### config.mk
export PLATFORM = sky130hd
export DESIGN_NAME = ddr2_traffic_gen
export DESIGN_NICKNAME = d
export VERILOG_FILES = /design/src/rtl/tgen_pkg.sv /design/src/rtl/tgen_addr_gen.sv /design/src/rtl/ddr2_traffic_gen.sv
export SDC_FILE = /design/constraint.sdc
export NUM_CORES = 1
export LEC_CHECK = 0
export BUFFER_PORTS_ARGS = -buffer_cell sky130_fd_sc_hd__buf_2
export CORE_MARGIN = 2
export CORE_UTILIZATION = 30
export CTS_CLUSTER_DIAMETER = 50
export CTS_CLUSTER_SIZE = 16
export DETAILED_ROUTE_END_ITERATION = 10
export PLACE_DENSITY_LB_ADDON = 0.15
export SETUP_SLACK_MARGIN = 0.3
export SLEW_MARGIN = 20
export SYNTH_ARGS = -nofsm -noshare
export SYNTH_HDL_FRONTEND = slang
export SYNTH_HIERARCHICAL = 1
export SYNTH_SLANG_ARGS = --single-unit
### constraint.sdc
create_clock -name clk -period 2.7 [get_ports clk]
set_input_delay 0.54 -clock clk [delete_from_list [all_inputs] [get_ports clk]]
set_output_delay 0.54 -clock clk [all_outputs]
set_load 0.02 [all_outputs]
### src/rtl/tgen_pkg.sv
// Shared definitions for the DDR2 traffic generator.
// Contents: FSM state encoding and the per-transfer data pattern function.
// The pattern is built at MAX_DATA_W bits. Users truncate it to their own
// data width, which must be a multiple of 32 and no more than MAX_DATA_W.
package tgen_pkg;

  localparam int unsigned MAX_DATA_W = 512;
  localparam int unsigned WORD_W     = 32;
  localparam int unsigned IDX_W      = 16;

  typedef enum logic [2:0] {
    IDLE    = 3'd0,
    WR_REQ  = 3'd1,
    WR_WAIT = 3'd2,
    RD_REQ  = 3'd3,
    RD_WAIT = 3'd4,
    CHECK   = 3'd5,
    DONE    = 3'd6
  } state_t;

  // Data for one transfer: {idx, ~idx} XOR seed, repeated across the bus.
  function automatic logic [MAX_DATA_W-1:0] pattern(input logic [IDX_W-1:0]  idx,
                                                    input logic [WORD_W-1:0] seed);
    logic [WORD_W-1:0] word;
    word = {idx, ~idx} ^ seed;
    return {(MAX_DATA_W/WORD_W){word}};
  endfunction

endpackage

### src/rtl/tgen_addr_gen.sv
// Transfer index counter with address and data generation for ddr2_traffic_gen.
// Ports:
//   clk, rst - clock and synchronous active-high reset
//   clr      - restart at transfer 0 (address START_ADDR)
//   inc      - advance to the next transfer (address += ADDR_STRIDE)
//   addr     - address of the current transfer (registered, wraps modulo 2^ADDR_W)
//   data_c   - pattern data of the current transfer (combinational from the index)
//   last_c   - current transfer is transfer NUM_XFERS-1
module tgen_addr_gen
  import tgen_pkg::*;
#(
  parameter int unsigned ADDR_W      = 26,
  parameter int unsigned DATA_W      = 64,
  parameter int unsigned NUM_XFERS   = 16,
  parameter int unsigned START_ADDR  = 0,
  parameter int unsigned ADDR_STRIDE = 1,
  parameter logic [31:0] SEED        = 32'h5A5A_0000
) (
  input  logic              clk,
  input  logic              rst,
  input  logic              clr,
  input  logic              inc,
  output logic [ADDR_W-1:0] addr,
  output logic [DATA_W-1:0] data_c,
  output logic              last_c
);

  logic [IDX_W-1:0] idx;

  // Address is stepped incrementally so no multiplier is needed.
  always_ff @(posedge clk) begin
    if (rst) begin
      idx  <= '0;
      addr <= '0;
    end else if (clr) begin
      idx  <= '0;
      addr <= ADDR_W'(START_ADDR);
    end else if (inc) begin
      idx  <= idx + IDX_W'(1);
      addr <= addr + ADDR_W'(ADDR_STRIDE);
    end
  end

  assign data_c = DATA_W'(pattern(idx, SEED));
  assign last_c = (idx == IDX_W'(NUM_XFERS - 1));

endmodule

### src/rtl/ddr2_traffic_gen.sv
// DDR2 controller traffic generator: writes a seeded pattern to NUM_XFERS
// addresses, reads it back, and counts mismatches.
// Optional feature: define TGEN_TIMEOUT_EN to add parameter TIMEOUT_CYC and
// output timeout. This aborts a run that stays too long in one state.
// Ports:
//   clk, rst          - clock and synchronous active-high reset
//   start             - pulse that begins a run (ignored while busy)
//   c_addr, c_data_in - request address and write data to the controller
//   c_rd_req/c_wr_req - request strobes, held until c_ack
//   c_ack, c_rdy      - controller accept and idle/read-valid
//   c_data_out        - read data from the controller
//   busy, done, pass  - run status; pass is valid while done=1
//   err_count         - saturating read mismatch count
//   first_err_addr    - address of the first mismatch
//   timeout           - (TGEN_TIMEOUT_EN only) run aborted by the watchdog
module ddr2_traffic_gen
  import tgen_pkg::*;
#(
  parameter int unsigned ADDR_W      = 26,
  parameter int unsigned DATA_W      = 64,
  parameter int unsigned NUM_XFERS   = 16,
  parameter int unsigned START_ADDR  = 0,
  parameter int unsigned ADDR_STRIDE = 1,
  parameter int unsigned INTERLEAVE  = 0,
  parameter logic [31:0] SEED        = 32'h5A5A_0000
`ifdef TGEN_TIMEOUT_EN
  ,
  parameter int unsigned TIMEOUT_CYC = 4096
`endif
) (
  input  logic              clk,
  input  logic              rst,
  input  logic              start,
  output logic [ADDR_W-1:0] c_addr,
  output logic [DATA_W-1:0] c_data_in,
  output logic              c_rd_req,
  output logic              c_wr_req,
  input  logic              c_ack,
  input  logic              c_rdy,
  input  logic [DATA_W-1:0] c_data_out,
  output logic              busy,
  output logic              done,
  output logic              pass,
  output logic [15:0]       err_count,
  output logic [ADDR_W-1:0] first_err_addr
`ifdef TGEN_TIMEOUT_EN
  ,
  output logic              timeout
`endif
);

  state_t            state, state_d;
  logic              rd_req_d, wr_req_d, busy_d, done_d, pass_d;
  logic [ADDR_W-1:0] addr_d, first_err_addr_d;
  logic [DATA_W-1:0] data_in_d, rd_data, rd_data_d;
  logic [15:0]       err_count_d;
  logic              rdy_q;
  logic              rdy_rise_c;
  logic              mismatch_c;
  logic              gen_clr, gen_inc;
  logic [ADDR_W-1:0] gen_addr;
  logic [DATA_W-1:0] gen_data_c;
  logic              gen_last_c;

  tgen_addr_gen #(
    .ADDR_W      (ADDR_W),
    .DATA_W      (DATA_W),
    .NUM_XFERS   (NUM_XFERS),
    .START_ADDR  (START_ADDR),
    .ADDR_STRIDE (ADDR_STRIDE),
    .SEED        (SEED)
  ) u_gen (
    .clk    (clk),
    .rst    (rst),
    .clr    (gen_clr),
    .inc    (gen_inc),
    .addr   (gen_addr),
    .data_c (gen_data_c),
    .last_c (gen_last_c)
  );

  // A completion is a registered rising edge of c_rdy. In the cycle where
  // c_ack is taken the FSM is still in *_REQ, so an edge coinciding with
  // c_ack is never seen by *_WAIT (rdy_q is already 1 there).
  assign rdy_rise_c = c_rdy & ~rdy_q;
  assign mismatch_c = (rd_data != gen_data_c);

`ifdef TGEN_TIMEOUT_EN
  logic        timeout_d;
  logic [31:0] tcnt;
  logic        tmo_hit_c;

  // Cycles spent in the current active state; restarts on every transition.
  assign tmo_hit_c = busy && ((tcnt + 32'd1) >= 32'(TIMEOUT_CYC));

  always_ff @(posedge clk) begin
    if (rst || !busy || (state_d != state)) tcnt <= '0;
    else                                    tcnt <= tcnt + 32'd1;
  end
`endif

  // Next-state and next-output logic.
  always_comb begin
    state_d          = state;
    wr_req_d         = c_wr_req;
    rd_req_d         = c_rd_req;
    addr_d           = c_addr;
    data_in_d        = c_data_in;
    busy_d           = busy;
    done_d           = done;
    pass_d           = pass;
    err_count_d      = err_count;
    first_err_addr_d = first_err_addr;
    rd_data_d        = rd_data;
    gen_clr          = 1'b0;
    gen_inc          = 1'b0;
`ifdef TGEN_TIMEOUT_EN
    timeout_d        = timeout;
`endif

    case (state)
      IDLE, DONE: begin
        if (start) begin
          state_d          = WR_REQ;
          gen_clr          = 1'b1;
          busy_d           = 1'b1;
          done_d           = 1'b0;
          pass_d           = 1'b0;
          err_count_d      = '0;
          first_err_addr_d = '0;
`ifdef TGEN_TIMEOUT_EN
          timeout_d        = 1'b0;
`endif
        end
      end

      WR_REQ: begin
        if (!c_wr_req) begin
          if (c_rdy) begin
            wr_req_d  = 1'b1;
            addr_d    = gen_addr;
            data_in_d = gen_data_c;
          end
        end else if (c_ack) begin
          wr_req_d = 1'b0;
          state_d  = WR_WAIT;
        end
      end

      WR_WAIT: begin
        if (rdy_rise_c) begin
          if (INTERLEAVE != 0) begin
            state_d = RD_REQ;
          end else if (gen_last_c) begin
            gen_clr = 1'b1;
            state_d = RD_REQ;
          end else begin
            gen_inc = 1'b1;
            state_d = WR_REQ;
          end
        end
      end

      RD_REQ: begin
        if (!c_rd_req) begin
          if (c_rdy) begin
            rd_req_d = 1'b1;
            addr_d   = gen_addr;
          end
        end else if (c_ack) begin
          rd_req_d = 1'b0;
          state_d  = RD_WAIT;
        end
      end

      RD_WAIT: begin
        if (rdy_rise_c) begin
          rd_data_d = c_data_out;
          state_d   = CHECK;
        end
      end

      CHECK: begin
        if (mismatch_c) begin
          if (err_count != 16'hFFFF) err_count_d = err_count + 16'd1;
          if (err_count == 16'd0)    first_err_addr_d = gen_addr;
        end
        if (gen_last_c) begin
          state_d = DONE;
          busy_d  = 1'b0;
          done_d  = 1'b1;
          pass_d  = (err_count_d == 16'd0);
        end else begin
          gen_inc = 1'b1;
          state_d = (INTERLEAVE != 0) ? WR_REQ : RD_REQ;
        end
      end

      default: state_d = IDLE;
    endcase

`ifdef TGEN_TIMEOUT_EN
    // Watchdog overrides whatever the state machine decided.
    if (tmo_hit_c) begin
      state_d   = DONE;
      wr_req_d  = 1'b0;
      rd_req_d  = 1'b0;
      busy_d    = 1'b0;
      done_d    = 1'b1;
      pass_d    = 1'b0;
      timeout_d = 1'b1;
      gen_clr   = 1'b0;
      gen_inc   = 1'b0;
    end
`endif
  end

  // State and registered outputs.
  always_ff @(posedge clk) begin
    if (rst) begin
      state          <= IDLE;
      c_addr         <= '0;
      c_data_in      <= '0;
      c_rd_req       <= 1'b0;
      c_wr_req       <= 1'b0;
      busy           <= 1'b0;
      done           <= 1'b0;
      pass           <= 1'b0;
      err_count      <= '0;
      first_err_addr <= '0;
      rd_data        <= '0;
      rdy_q          <= 1'b0;
`ifdef TGEN_TIMEOUT_EN
      timeout        <= 1'b0;
`endif
    end else begin
      state          <= state_d;
      c_addr         <= addr_d;
      c_data_in      <= data_in_d;
      c_rd_req       <= rd_req_d;
      c_wr_req       <= wr_req_d;
      busy           <= busy_d;
      done           <= done_d;
      pass           <= pass_d;
      err_count      <= err_count_d;
      first_err_addr <= first_err_addr_d;
      rd_data        <= rd_data_d;
      rdy_q          <= c_rdy;
`ifdef TGEN_TIMEOUT_EN
      timeout        <= timeout_d;
`endif
    end
  end

endmodule

==> summary.md <==
| Metric | Value |
|---|---|
| Drt first pass iters | `4` |
| DRC | `0` |
| Clk sinks | `247` |
| Post-CTS Hold Buffers | `0` |
| I/O pin count | `206` |
| Routed wire length on met3 | `1768 µm` |
| Worst Path Required | `3.10 ns` |
| Worst hold start | `c_data_out[14]` |
| Post-synth net total | `1,465` |
| Dpl cell area | `12,600 µm²` |
| EDFF count, synth | `0` |
| Switching portion of total power | `26.26%` |
| Routed length on met2 | `17,770 µm` |
| GR Overflow Total | `0` |
| Die area | `38,360 µm²` |
| Peak Freq | `0.3744 GHz` |
| Maximum VDD drop | `0.0003797 V` |
| FF-to-FF setup slack | `0.03 ns` |
| Syn avg cell area | `7.933 µm²` |
| Largest net degree at the start of global routing | `132` |
| DR WL/cell | `18.26 µm` |
| WS Path Type | `reg -> reg` |
| Worst path bufs/invs | `3` |
| Final WL | `38,320 µm` |
| Hold endpoint | `rd_data[14]` |
| Highest metal used | `met4` |
| Outcome | `completed` |
| Critical Path AT | `3.07 ns` |
| Root Driver | `clkbuf_16` |
| 1st-iter DRT viols | `621` |
| FP Rows | `70` |
| CP max FO | `8` |
| Ys flop type | `dfxtp_1` |
| Final Max Slew Viols | `0` |
| Clock buffer depth | `3` |
| Syn Inst Count | `1,392` |
| Slew HR | `24.68%` |
| #FFs+latches synth | `247` |
| CP endpoint kind | `flip-flop` |
| Die Wd | `195.9 µm` |
| Commonest non-fill, non-tap cell in the layout | `nand2_1` |
| Chip height | `195.9 µm` |
| Final Power | `0.009705 W` |
| Worst skew pair latency | `0.52 ns` |
| RR Startpoint | `u_gen/idx[4]` |
| Unique masters post-synth | `62` |
| Core area | `36,430 µm²` |
| Final setup violation count | `0` |
| First-pass GRT wire length | `57,110 µm` |
| N_diodes | `0` |
| DP HPWL | `25,800 µm` |
| Max cap viols | `0` |
| Yosys Warn Count | `6` |
| Max stage delay on crit path | `0.38 ns` |
| Delay-heaviest family, CP | `simple AND/OR/NAND/NOR gates` |
| Number of global-route vias before repair | `9,912` |
| Power Density | `655.1 nW/µm²` |
| Startpoint Class | `flip-flop` |
| Tcrit/Tclk final | `98.91%` |
| DR vias/cell | `4.944` |
| Slew at the pin closest to its max-slew limit | `1.120 ns` |
| Clock Skew | `0.01988 ns` |
| GRT Resource Usage Total | `18.83%` |
| CTS tree | `built` |
| # port buffers | `205` |
| Most frequent cells in the layout | `357 x nand2_1, 238 x dfxtp_1, 204 x buf_2, 190 x a21oi_1, 81 x xnor2_1` |
| Slowest stage cell on the critical path | `dfxtp_4` |
| Async S/R FF share, synth | `0%` |
| Initial antenna violation count | `0` |
| Clock power frac | `51.0%` |
| Seq/Total Area, Yosys | `44.78%` |
| RSZ-0062 raised after global routing | `true` |
| Layout cells sized above 1 | `31.23%` |
| Synth Cell Area | `11,040 µm²` |
| Final Cell Area | `14,820 µm²` |
| Leakage | `5.699 nW` |
| Register-to-Register Path Depth | `11` |
| RD Place Congestion | `0.8549` |
| Layout Nets | `1,675` |
| Detail Route Antenna Nets | `0` |
| Final Hold Fails | `0` |
| HP Class | `in -> reg` |
| Syn-to-layout area delta | `34.16%` |
| Starting density of the core | `30.31%` |
| CTS clk-pin slew, worst paths | `0.06 ns` |
| Minimum clock period | `2.671 ns` |
| Internal cell power | `0.007157 W` |
| Worst-path cell chain | `clkinvlp_4 > buf_6 > xnor2_2 > nand4_1 > nor4_4 > nand4_4 > clkbuf_16 > and2_1 > a32oi_1 > nor4_1 > a21o_1` |
| H-Tree Depth | `2` |
| Hold path cells | `3` |
| Switching power total | `0.002548 W` |
| Share of power burned in registers | `39.5%` |
| R2R Path End | `pass` |
| CTS Buf Count | `38` |
| DR vias | `10.37k` |
| Combinational power share | `9.5%` |
| Post-Route M1 WL | `17,530 µm` |
synthesized netlist by cell type, types with 3 or more instances:
cell type  number  area, µm²
a21o_1          3      22.52
a21oi_1       213       1066
a311oi_1        4      35.03
a31oi_1         5      31.28
and2_1          7      43.79
and3_1          9      56.30
and4_1          5      43.79
buf_2          13      65.06
buf_4          52      390.4
buf_6           3      33.78
clkbuf_1       67      251.5
dfxtp_1       247       4945
ha_1            4      50.05
inv_1          23      86.33
mux2_2          4      45.04
mux2i_1         6      60.06
nand2_1       375       1408
nand3_1        46      230.2
nand4_1        31      193.9
nor2_1         57      214.0
nor2b_1         6      37.54
nor3_1         11      55.05
nor3b_1         5      37.54
nor4_1         15      93.84
nor4_2          6      75.07
o21ai_0        16      80.08
o31ai_1         7      52.55
or2_2           4      25.02
or3_1           6      37.54
or4_1           7      52.55
xnor2_1        88      770.7
xor2_1          7      61.31
power groups by stage:
stage / combinational (W) / clock [W] / sequential (W)
after floorplan: 0.000416 / 0 / 0.00403
final: 0.000922 / 0.00495 / 0.00383
after CTS: 0.000913 / 0.00508 / 0.00383
after global placement: 0.000913 / 0 / 0.00391
after global routing: 0.00101 / 0.00524 / 0.00384
after detailed placement: 0.000910 / 0 / 0.00391
worst register-to-register path: stages, from the launching register on:
cell and delay, ns:
dfxtp_4 0.38, clkinvlp_4 0.19, buf_6 0.18, xnor2_2 0.13
nand4_1 0.15, nor4_4 0.36, nand4_4 0.21, clkbuf_16 0.23
and2_1 0.14, a32oi_1 0.32, nor4_1 0.12, a21o_1 0.16
flip-flops by register name (all words and copies together), names as in the netlist:
register	flops
c_addr	26
pass	1
busy	1
first_err_addr	26
c_data_in	64
rd_data	64
err_count	16
c_rd_req	1
u_gen/addr	26
done	1
u_gen/idx	16
c_wr_req	1
state	3
rdy_q	1
per-layer routing:
| metal | up-vias | track usage (%) |
|---|---|---|
| met2 | 290 | 30.86 |
| met1 | 4913 | 25.64 |
| met3 | 79 | 2.768 |
| met4 | 0 | 5.724 |
| li1 | 5090 | - |
| met5 | - | 0 |
worst max-delay path by stage:
stage | to | startpoint | depth (start not counted) | slack [ns]
after floorplan | u_gen/addr[0] | u_gen/idx[2] | 13 | 0.27
after global placement | pass | u_gen/idx[6] | 10 | -0.11
after detailed placement | pass | u_gen/idx[6] | 10 | -0.09
after CTS | first_err_addr[14] | u_gen/idx[4] | 12 | 0.10
after global routing | first_err_addr[12] | u_gen/idx[4] | 12 | -0.08
final | pass | u_gen/idx[4] | 11 | 0.03
stage by stage:
stage | setup WS, ns | TNS [ns] | std cells | util [%] | hold WS (ns)
after CTS | 0.1008 | 0 | 2077 | 38.41 | 0.2347
after global placement | -0.1095 | -2.199 | 2002 | 34.58 | 0.4403
after floorplan | 0.2713 | 0 | 1392 | - | 0.4455
final | 0.02940 | 0 | 2098 | 40.66 | 0.2547
after detailed placement | -0.09395 | -2.020 | 2002 | 34.58 | 0.4453
after global routing | -0.08436 | -1.217 | 2098 | 40.66 | 0.2426
what timing repair did:
item                       4_1_cts  5_1_grt
pin swaps                        3       51
gates cloned                     0        8
setup endpoints to repair       82       85
hold endpoints to repair         0        0
resized for setup               10      136
setup buffers                    7       13
cell families after synthesis:
family	Yosys count	share of synthesized area, %
mux	10	0.9517
simple gates	610	25.63
compound gates	266	13.10
flops	247	44.78
buf+inv	160	7.557
xor+xnor	95	7.535
fa+ha+maj	4	0.4532
final cells by class:
cell class	instances	area, µm²
Sequential cell	247	4961
Inverter	23	97.59
Fill cell	3810	21620
Multi-Input combinational cell	989	5884
Clock buffer	47	1056
Timing Repair Buffer	303	1996
Tap cell	468	585.6
Clock inverter	21	235.2
Note: power is estimated with default switching activity, not from simulation.
